==> config.mk <==
export PLATFORM = sky130hd
export DESIGN_NAME = id_ex_reg_flat
export DESIGN_NICKNAME = d
export VERILOG_FILES = /design/src/rtl/id_ex_reg_if.sv /design/src/rtl/id_ex_reg.sv /design/src/flat_wrapper.sv
export SDC_FILE = /design/constraint.sdc
export NUM_CORES = 1
export LEC_CHECK = 0
export CAP_MARGIN = 20
export CELL_PAD_IN_SITES_DETAIL_PLACEMENT = 0
export CELL_PAD_IN_SITES_GLOBAL_PLACEMENT = 1
export CORE_UTILIZATION = 31
export DETAILED_ROUTE_END_ITERATION = 10
export MAX_ROUTING_LAYER = met4
export PLACE_DENSITY = 0.85
export SLEW_MARGIN = 20
export SYNTH_ARGS = -nofsm -noshare
export SYNTH_HDL_FRONTEND = slang
export SYNTH_SLANG_ARGS = --single-unit
==> constraint.sdc <==
create_clock -name clk -period 2.15 [get_ports clk]
set_input_delay 0.215 -clock clk [delete_from_list [all_inputs] [get_ports clk]]
set_output_delay 0.215 -clock clk [all_outputs]
set_load 0.03 [all_outputs]
==> src/rtl/id_ex_reg_if.sv <==
// id_ex_reg_if: bundle of the decode-side inputs, hazard/stall controls and the registered
// EX-stage outputs of the ID/EX pipeline register.
//   master : drives Id*, Flush, MemStall; observes StallOut, Ex*, BubbleCount (decode side / bench)
//   slave  : the pipeline register itself
interface id_ex_reg_if #(
   parameter int unsigned BUBBLE_CNT_W = 16
);
   // decode slot
   logic        IdValid;
   logic [4:0]  IdRsAddr;
   logic [4:0]  IdRtAddr;
   logic        IdUsesRs;
   logic        IdUsesRt;
   logic [4:0]  IdDstAddr;
   logic [31:0] IdRsData;
   logic [31:0] IdRtData;
   logic [31:0] IdImm;
   logic [31:0] IdPc4;
   logic [3:0]  IdAluOp;
   logic        IdAluSrc;
   logic        IdRegWrite;
   logic        IdMemRead;
   logic        IdMemWrite;
   logic        IdMemToReg;
   // pipeline control
   logic        Flush;
   logic        MemStall;
   logic        StallOut;
   // EX-stage copies
   logic        ExValid;
   logic [4:0]  ExRsAddr;
   logic [4:0]  ExRtAddr;
   logic [4:0]  ExDstAddr;
   logic [31:0] ExRsData;
   logic [31:0] ExRtData;
   logic [31:0] ExImm;
   logic [31:0] ExPc4;
   logic [3:0]  ExAluOp;
   logic        ExAluSrc;
   logic        ExRegWrite;
   logic        ExMemRead;
   logic        ExMemWrite;
   logic        ExMemToReg;
   logic [BUBBLE_CNT_W-1:0] BubbleCount;

   modport master (
      output IdValid, IdRsAddr, IdRtAddr, IdUsesRs, IdUsesRt, IdDstAddr, IdRsData, IdRtData,
             IdImm, IdPc4, IdAluOp, IdAluSrc, IdRegWrite, IdMemRead, IdMemWrite, IdMemToReg,
             Flush, MemStall,
      input  StallOut, ExValid, ExRsAddr, ExRtAddr, ExDstAddr, ExRsData, ExRtData, ExImm, ExPc4,
             ExAluOp, ExAluSrc, ExRegWrite, ExMemRead, ExMemWrite, ExMemToReg, BubbleCount
   );

   modport slave (
      input  IdValid, IdRsAddr, IdRtAddr, IdUsesRs, IdUsesRt, IdDstAddr, IdRsData, IdRtData,
             IdImm, IdPc4, IdAluOp, IdAluSrc, IdRegWrite, IdMemRead, IdMemWrite, IdMemToReg,
             Flush, MemStall,
      output StallOut, ExValid, ExRsAddr, ExRtAddr, ExDstAddr, ExRsData, ExRtData, ExImm, ExPc4,
             ExAluOp, ExAluSrc, ExRegWrite, ExMemRead, ExMemWrite, ExMemToReg, BubbleCount
   );
endinterface

==> src/rtl/id_ex_reg.sv <==
// id_ex_reg: ID/EX pipeline register downstream of the register file.
// Captures operand data, decoded control and immediate on each rising clk and presents them
// to EX. Detects load-use hazards (inserting a bubble and stalling upstream), freezes on a
// downstream memory stall, and turns the decode slot into a bubble on a taken branch flush.
// Ports:
//   clk   : pipeline clock, sampled on posedge (RF writes on negedge)
//   rst_n : asynchronous active-low reset, clears all EX outputs and the bubble counter
//   bus   : id_ex_reg_if slave - Id* inputs, Flush/MemStall, StallOut, Ex* outputs, BubbleCount
module id_ex_reg #(
   parameter int unsigned BUBBLE_CNT_W = 16
) (
   input logic       clk,
   input logic       rst_n,
   id_ex_reg_if.slave bus
);

   typedef struct packed {
      logic        valid;
      logic [4:0]  rs_addr;
      logic [4:0]  rt_addr;
      logic [4:0]  dst_addr;
      logic [31:0] rs_data;
      logic [31:0] rt_data;
      logic [31:0] imm;
      logic [31:0] pc4;
      logic [3:0]  alu_op;
      logic        alu_src;
      logic        reg_write;
      logic        mem_read;
      logic        mem_write;
      logic        mem_to_reg;
   } ex_t;

   ex_t                     ex_q, ex_d, id_fields;
   logic [BUBBLE_CNT_W-1:0] cnt_q, cnt_d;
   logic                    load_use;
   logic                    rs_hit, rt_hit;

   always_comb begin
      id_fields = '{
         valid:      bus.IdValid,
         rs_addr:    bus.IdRsAddr,
         rt_addr:    bus.IdRtAddr,
         dst_addr:   bus.IdDstAddr,
         rs_data:    bus.IdRsData,
         rt_data:    bus.IdRtData,
         imm:        bus.IdImm,
         pc4:        bus.IdPc4,
         alu_op:     bus.IdAluOp,
         alu_src:    bus.IdAluSrc,
         reg_write:  bus.IdRegWrite,
         mem_read:   bus.IdMemRead,
         mem_write:  bus.IdMemWrite,
         mem_to_reg: bus.IdMemToReg
      };
   end

   // A load in EX whose result a valid decode-slot reader needs; $0 is hardwired so never stalls.
   always_comb begin
      rs_hit   = bus.IdUsesRs & (bus.IdRsAddr == ex_q.dst_addr);
      rt_hit   = bus.IdUsesRt & (bus.IdRtAddr == ex_q.dst_addr);
      load_use = bus.IdValid & ex_q.valid & ex_q.mem_read & (ex_q.dst_addr != 5'd0) &
                 (rs_hit | rt_hit);
   end

   assign bus.StallOut = bus.MemStall | (load_use & ~bus.Flush);

   // Flush wins over MemStall: the branch owner guarantees EX is draining.
   always_comb begin
      ex_d  = ex_q;
      cnt_d = cnt_q;
      if (bus.Flush) begin
         ex_d = '0;
      end else if (bus.MemStall) begin
         ex_d = ex_q;
      end else if (load_use) begin
         ex_d = '0;
         if (cnt_q != '1) begin
            cnt_d = cnt_q + BUBBLE_CNT_W'(1);
         end
      end else begin
         ex_d = id_fields;
      end
   end

   always_ff @(posedge clk or negedge rst_n) begin
      if (!rst_n) begin
         ex_q  <= '0;
         cnt_q <= '0;
      end else begin
         ex_q  <= ex_d;
         cnt_q <= cnt_d;
      end
   end

   assign bus.ExValid     = ex_q.valid;
   assign bus.ExRsAddr    = ex_q.rs_addr;
   assign bus.ExRtAddr    = ex_q.rt_addr;
   assign bus.ExDstAddr   = ex_q.dst_addr;
   assign bus.ExRsData    = ex_q.rs_data;
   assign bus.ExRtData    = ex_q.rt_data;
   assign bus.ExImm       = ex_q.imm;
   assign bus.ExPc4       = ex_q.pc4;
   assign bus.ExAluOp     = ex_q.alu_op;
   assign bus.ExAluSrc    = ex_q.alu_src;
   assign bus.ExRegWrite  = ex_q.reg_write;
   assign bus.ExMemRead   = ex_q.mem_read;
   assign bus.ExMemWrite  = ex_q.mem_write;
   assign bus.ExMemToReg  = ex_q.mem_to_reg;
   assign bus.BubbleCount = cnt_q;

endmodule

==> src/flat_wrapper.sv <==
// flat-port wrapper written by rule: the top's interface ports become plain ports
module id_ex_reg_flat 
#(
   parameter int unsigned BUBBLE_CNT_W = 16
)
  (clk, rst_n, bus_IdValid, bus_IdRsAddr, bus_IdRtAddr, bus_IdUsesRs, bus_IdUsesRt, bus_IdDstAddr, bus_IdRsData, bus_IdRtData, bus_IdImm, bus_IdPc4, bus_IdAluOp, bus_IdAluSrc, bus_IdRegWrite, bus_IdMemRead, bus_IdMemWrite, bus_IdMemToReg, bus_Flush, bus_MemStall, bus_StallOut, bus_ExValid, bus_ExRsAddr, bus_ExRtAddr, bus_ExDstAddr, bus_ExRsData, bus_ExRtData, bus_ExImm, bus_ExPc4, bus_ExAluOp, bus_ExAluSrc, bus_ExRegWrite, bus_ExMemRead, bus_ExMemWrite, bus_ExMemToReg, bus_BubbleCount);
  id_ex_reg_if #(.BUBBLE_CNT_W(BUBBLE_CNT_W)) bus_i ();
  input logic clk;
  input logic rst_n;
  input wire logic [$bits(bus_i.IdValid)-1:0] bus_IdValid;
  input wire logic [$bits(bus_i.IdRsAddr)-1:0] bus_IdRsAddr;
  input wire logic [$bits(bus_i.IdRtAddr)-1:0] bus_IdRtAddr;
  input wire logic [$bits(bus_i.IdUsesRs)-1:0] bus_IdUsesRs;
  input wire logic [$bits(bus_i.IdUsesRt)-1:0] bus_IdUsesRt;
  input wire logic [$bits(bus_i.IdDstAddr)-1:0] bus_IdDstAddr;
  input wire logic [$bits(bus_i.IdRsData)-1:0] bus_IdRsData;
  input wire logic [$bits(bus_i.IdRtData)-1:0] bus_IdRtData;
  input wire logic [$bits(bus_i.IdImm)-1:0] bus_IdImm;
  input wire logic [$bits(bus_i.IdPc4)-1:0] bus_IdPc4;
  input wire logic [$bits(bus_i.IdAluOp)-1:0] bus_IdAluOp;
  input wire logic [$bits(bus_i.IdAluSrc)-1:0] bus_IdAluSrc;
  input wire logic [$bits(bus_i.IdRegWrite)-1:0] bus_IdRegWrite;
  input wire logic [$bits(bus_i.IdMemRead)-1:0] bus_IdMemRead;
  input wire logic [$bits(bus_i.IdMemWrite)-1:0] bus_IdMemWrite;
  input wire logic [$bits(bus_i.IdMemToReg)-1:0] bus_IdMemToReg;
  input wire logic [$bits(bus_i.Flush)-1:0] bus_Flush;
  input wire logic [$bits(bus_i.MemStall)-1:0] bus_MemStall;
  output wire logic [$bits(bus_i.StallOut)-1:0] bus_StallOut;
  output wire logic [$bits(bus_i.ExValid)-1:0] bus_ExValid;
  output wire logic [$bits(bus_i.ExRsAddr)-1:0] bus_ExRsAddr;
  output wire logic [$bits(bus_i.ExRtAddr)-1:0] bus_ExRtAddr;
  output wire logic [$bits(bus_i.ExDstAddr)-1:0] bus_ExDstAddr;
  output wire logic [$bits(bus_i.ExRsData)-1:0] bus_ExRsData;
  output wire logic [$bits(bus_i.ExRtData)-1:0] bus_ExRtData;
  output wire logic [$bits(bus_i.ExImm)-1:0] bus_ExImm;
  output wire logic [$bits(bus_i.ExPc4)-1:0] bus_ExPc4;
  output wire logic [$bits(bus_i.ExAluOp)-1:0] bus_ExAluOp;
  output wire logic [$bits(bus_i.ExAluSrc)-1:0] bus_ExAluSrc;
  output wire logic [$bits(bus_i.ExRegWrite)-1:0] bus_ExRegWrite;
  output wire logic [$bits(bus_i.ExMemRead)-1:0] bus_ExMemRead;
  output wire logic [$bits(bus_i.ExMemWrite)-1:0] bus_ExMemWrite;
  output wire logic [$bits(bus_i.ExMemToReg)-1:0] bus_ExMemToReg;
  output wire logic [$bits(bus_i.BubbleCount)-1:0] bus_BubbleCount;
  assign bus_i.IdValid = bus_IdValid;
  assign bus_i.IdRsAddr = bus_IdRsAddr;
  assign bus_i.IdRtAddr = bus_IdRtAddr;
  assign bus_i.IdUsesRs = bus_IdUsesRs;
  assign bus_i.IdUsesRt = bus_IdUsesRt;
  assign bus_i.IdDstAddr = bus_IdDstAddr;
  assign bus_i.IdRsData = bus_IdRsData;
  assign bus_i.IdRtData = bus_IdRtData;
  assign bus_i.IdImm = bus_IdImm;
  assign bus_i.IdPc4 = bus_IdPc4;
  assign bus_i.IdAluOp = bus_IdAluOp;
  assign bus_i.IdAluSrc = bus_IdAluSrc;
  assign bus_i.IdRegWrite = bus_IdRegWrite;
  assign bus_i.IdMemRead = bus_IdMemRead;
  assign bus_i.IdMemWrite = bus_IdMemWrite;
  assign bus_i.IdMemToReg = bus_IdMemToReg;
  assign bus_i.Flush = bus_Flush;
  assign bus_i.MemStall = bus_MemStall;
  assign bus_StallOut = bus_i.StallOut;
  assign bus_ExValid = bus_i.ExValid;
  assign bus_ExRsAddr = bus_i.ExRsAddr;
  assign bus_ExRtAddr = bus_i.ExRtAddr;
  assign bus_ExDstAddr = bus_i.ExDstAddr;
  assign bus_ExRsData = bus_i.ExRsData;
  assign bus_ExRtData = bus_i.ExRtData;
  assign bus_ExImm = bus_i.ExImm;
  assign bus_ExPc4 = bus_i.ExPc4;
  assign bus_ExAluOp = bus_i.ExAluOp;
  assign bus_ExAluSrc = bus_i.ExAluSrc;
  assign bus_ExRegWrite = bus_i.ExRegWrite;
  assign bus_ExMemRead = bus_i.ExMemRead;
  assign bus_ExMemWrite = bus_i.ExMemWrite;
  assign bus_ExMemToReg = bus_i.ExMemToReg;
  assign bus_BubbleCount = bus_i.BubbleCount;
  id_ex_reg #(.BUBBLE_CNT_W(BUBBLE_CNT_W)) u_core (.clk(clk), .rst_n(rst_n), .bus(bus_i));
endmodule
After elaboration in Yosys (flattened, before gate mapping)
Cells that the tools add are included.

Add/subtract/negate cells: 1. Eq/ne operators: 4. Mux-type cells: 3. Bitwise operators: 11. Reductions and logical operators: 2.

Operators by type and width (number): $mux W153 (3); $add A16 B1 Y16 const B (1); $ne A16 B16 Y1 const B (1); $eq A5 B5 Y1 (2); $and A1 B1 Y1 (7); $reduce_bool A5 Y1 (1); $reduce_and A4 Y1 (1); $ne A2 B2 Y1 const B (1); $not A1 Y1 (2); $or A1 B1 Y1 (2).

Register bits: 169. Input port bits: 159. Output and inout bits: 170. Word-level logic and storage cells: 36.

Logic depth before layout (Yosys ltp)
Depth in word-level cells: 7. Gate-level depth with buffers: 8.

Worst setup path before layout
Ideal clock, no wire load.

Path type: reg-to-output. Start: reg u_core.ex_q (netlist bit u_core.bus.ExDstAddr[1]). End: out bus_StallOut. Arrival: 1.965 ns. Data required time: 1.935 ns. Setup slack: -0.030 ns. Stages on the path, launching flop included: 8. Buffers on the path: 2. Cells stage by stage: dfrtp_1 xnor2_1 nand4_1 o22ai_1 nand2_1 buf_2 buf_2 o21bai_1.

Cells in the longest elaborated chain, start to end: 6. Elaborated cells between the ends (all ways): 10.

RTL lines: start: declaration (RTL line id_ex_reg.sv:34) `ex_t ex_q, ex_d, id_fields;`; start signal: assignment (RTL line id_ex_reg.sv:88) `ex_q <= '0;`; start signal: assignment (RTL line id_ex_reg.sv:91) `ex_q <= ex_d;`; $eq A5 B5 Y1 (on tied branches) (RTL line id_ex_reg.sv:60, id_ex_reg.sv:61); $and A1 B1 Y1 (on tied branches) (RTL line id_ex_reg.sv:60, id_ex_reg.sv:61); $or A1 B1 Y1 (RTL line id_ex_reg.sv:63) `(rs_hit | rt_hit);`; $and A1 B1 Y1 * (RTL line id_ex_reg.sv:62) `load_use = bus.IdValid & ex_q.valid & ex_q.mem_read & (ex_q.dst_addr != 5'd0) &`; $and A1 B1 Y1 * (RTL line id_ex_reg.sv:66) `assign bus.StallOut = bus.MemStall | (load_use & ~bus.Flush);`; $or A1 B1 Y1 * (RTL line id_ex_reg.sv:66); end: declaration (RTL line flat_wrapper.sv:28) `output wire logic [$bits(bus_i.StallOut)-1:0] bus_StallOut;`.

Every way passes the cells marked *; elsewhere a longest branch is shown, timed or not.

Worst setup path after layout
Start: reg u_core.ex_q (netlist bit u_core.bus.ExDstAddr[0]). End: out bus_StallOut.

Same word-level chain as after synthesis.

==> impl_results.md <==
* Sequential area share after synthesis at 56.2%
* GRT Total Usage at 19.0%
* First-pass GRT wire length at 35500 um
* Worst r2r src: u_core.bus.BubbleCount[0]
* Outcome: finished, final reports clean
* Fraction of layout cells with a size suffix above 1 at 8.07%
* FF+latch area at 4230 um2
* Layout Skew at 0.0117 ns
* Largest net degree at the start of global routing at 157
* Cell variety after synth at 28
* Minimum clock period at 2.11 ns
* Max IR drop VDD at 0.000500 V
* Die area at 24900 um2
* Width of the die at 158 um
* Min-delay worst type: in -> reg
* CTS tree: built
* Pre-CTS WS at -0.00205 ns
* Clk_lat worst skew at 0.42 ns
* Synth Instances at 773
* Final core utilization at 50.8%
* Rel. slew slack at 41.9%
* Ant. Diodes at 0
* Critical path arrival at 1.90 ns
* Post-synth top area share at 56.2%
* Fin crit share at 98.2%
* Fin. Hold Viols at 0
* Most frequent cells in the layout: 324 x clkdlybuf4s50_1, 165 x dfrtp_1, 158 x nand2_1, 154 x a21oi_1, 153 x nand3b_1
* CTS max path bufs at 2
* Max-slew violations at 0
* Synthesized net count at 933
* Final Wtd Congestion at 0.794
* CTS clk-pin slew, worst paths at 0.07 ns
* PD cells at 654 nW/um2
* Fraction of registers with async set/reset at 100%
* CP startpoint kind: register
* # rows at 56
* Via count at 6834
* Primary FF master, synth: dfrtp_1
* Max-cap violations at 0
* Synth-to-layout area growth at 59.4%
* Fmax at 474 MHz
* Drt total wl at 23300 um
* Register bit count reported by yosys at 169
* H-Tree Level Count at 4
* CP max FO at 6
* Worst setup margin at 0.0390 ns
* Vias in the first global route at 6629
* Largest area contributor in the netlist: dfrtp_1
* Post-DP HPWL at 15700 um
* Initial Util at 31.8%
* Input/output buffers at 328
* Die Ht at 158 um
* CP Class: reg -> out
* FILL cells at 2195
* DR DRC count at 0
* Number of enable flip-flop cells after synthesis at 0
* Sum Neg Setup Slack at 0 ns
* Top-Level Pins at 329
* Pleak at 4.90 nW
* WL/cell at 16.4 um
* Synthesized area per cell at 9.73 um2
* Clock Sinks at 169
* Commonest non-fill, non-tap cell in the layout: clkdlybuf4s50_1
* Drt first pass iters at 4
* # setup viols final at 0
* Root Driver: clkbuf_16
* Nets at 1252
* Least-Margin Pin Slew at 0.872 ns
* GRT overflow at 0
* CP Launch Point: u_core.bus.ExDstAddr[0]
* CTS Buf Count at 17
* 1st-iter DRT viols at 437
* CP Capture Type: output port
* Hold path start: bus_MemStall
* Reg-to-reg slack, setup at 0.16 ns
* Critical Path RT at 1.93 ns
* ANT nets after route at 0
* Synthesized cell area at 7520 um2
* Area occupied by multi-input gates at 3050 um2
* Core ar. at 23600 um2
* Initial antenna violation count at 0
* Dominant cells by area after synthesis: dfrtp_1 56%, nand3b_1 15%, a21oi_1 10%
* Via-per-instance ratio at 4.81
* Total number of yosys warnings at 0
Yosys cell counts, types with 2 or more instances:
| master | number |
|---|---|
| nand3b_1 | 153 |
| nand4_1 | 4 |
| nand2_1 | 159 |
| a21oi_1 | 154 |
| buf_2 | 17 |
| clkbuf_1 | 51 |
| nand3_1 | 8 |
| nor3_1 | 7 |
| dfrtp_1 | 169 |
| and3_1 | 2 |
| nor2_1 | 6 |
| xor2_1 | 10 |
| nor4_1 | 3 |
| xnor2_1 | 14 |
| inv_1 | 3 |
registers in the layout, summed over array words and instances (netlist names):
register and cells:
u_core.bus.BubbleCount 16, u_core.bus.ExAluOp 4, u_core.bus.ExAluSrc 1, u_core.bus.ExDstAddr 5, u_core.bus.ExImm 32, u_core.bus.ExMemRead 1
u_core.bus.ExMemToReg 1, u_core.bus.ExMemWrite 1, u_core.bus.ExPc4 32, u_core.bus.ExRegWrite 1, u_core.bus.ExRsAddr 5, u_core.bus.ExRsData 32
u_core.bus.ExRtAddr 5, u_core.bus.ExRtData 32, u_core.bus.ExValid 1
layer usage:
metal | vias to the layer above | GRT usage (%) | routed length (um)
met2 | 232 | 29.7 | 11000
li1 | 3270 | - | -
met5 | - | - | 0
met4 | 0 | 6.33 | 489
met1 | 3297 | 23.5 | 10100
met3 | 35 | 5.39 | 1770
layout make-up:
cell class / count / area share, %
sequential: 169 / 35.3
timing repair buffer: 369 / 31.2
multi-input combinational: 532 / 25.4
clock buffer: 18 / 3.66
tap: 319 / 3.33
clock inverter: 12 / 0.992
inverter: 3 / 0.0939
per-stage QoR:
step                      instances  hold WS, ns  power [mW]  area [um2]
after detailed placement       1388        0.195        4.91       11300
after floorplan                 773      -0.0806        4.12        7520
after global routing           1422       0.0621        8.18       12000
after CTS                      1420       0.0450        7.93       11900
after global placement         1388        0.199        4.90       11300
final                          1422       0.0649        7.85       12000
kinds of logic (layout without fill, tap and decap cells):
family | Yosys count | after routing | share of synthesized area [%]
adders and majority gates | 1 | 1 | 0.166
DFF | 169 | 169 | 56.2
and+or+nand+nor | 348 | 348 | 25.9
muxes | 2 | 2 | 0.333
buffers and inverters | 72 | 402 | 3.98
xor gates and xnor gates | 24 | 24 | 2.80
AOI/OAI and AO/OA | 157 | 157 | 10.6
final timing paths:
kind	endpoint	cells after the start
min reg2reg	u_core.bus.BubbleCount[7]	1
max	bus_StallOut	7
max reg2reg	u_core.bus.BubbleCount[1]	7
min	u_core.bus.ExPc4[15]	3
min in group asynchronous	u_core.bus.ExAluSrc	2
max in group asynchronous	u_core.bus.ExPc4[13]	3
what timing repair did:
item	in CTS	in global routing
pin swaps	0	7
gates resized for setup	5	6
setup buffers	1	2
endpoints found under the setup margin	1	1
hold buffers	1	0
endpoints found under the hold margin	48	0
where the power goes:
part	switching (mW)	internal (mW)
clock	1.36	1.63
combinational	0.739	0.702
sequential	0.0872	3.33
total	2.18	5.66
worst max-delay path, stage by stage (launching register included):
cell	delay [ns]
dfrtp_2	0.44
xnor2_1	0.18
nand4_1	0.12
o22ai_1	0.17
buf_4	0.19
nand2_8	0.09
o21bai_4	0.14
buf_6	0.15
No activity file was read; power rests on OpenSTA's default activity.
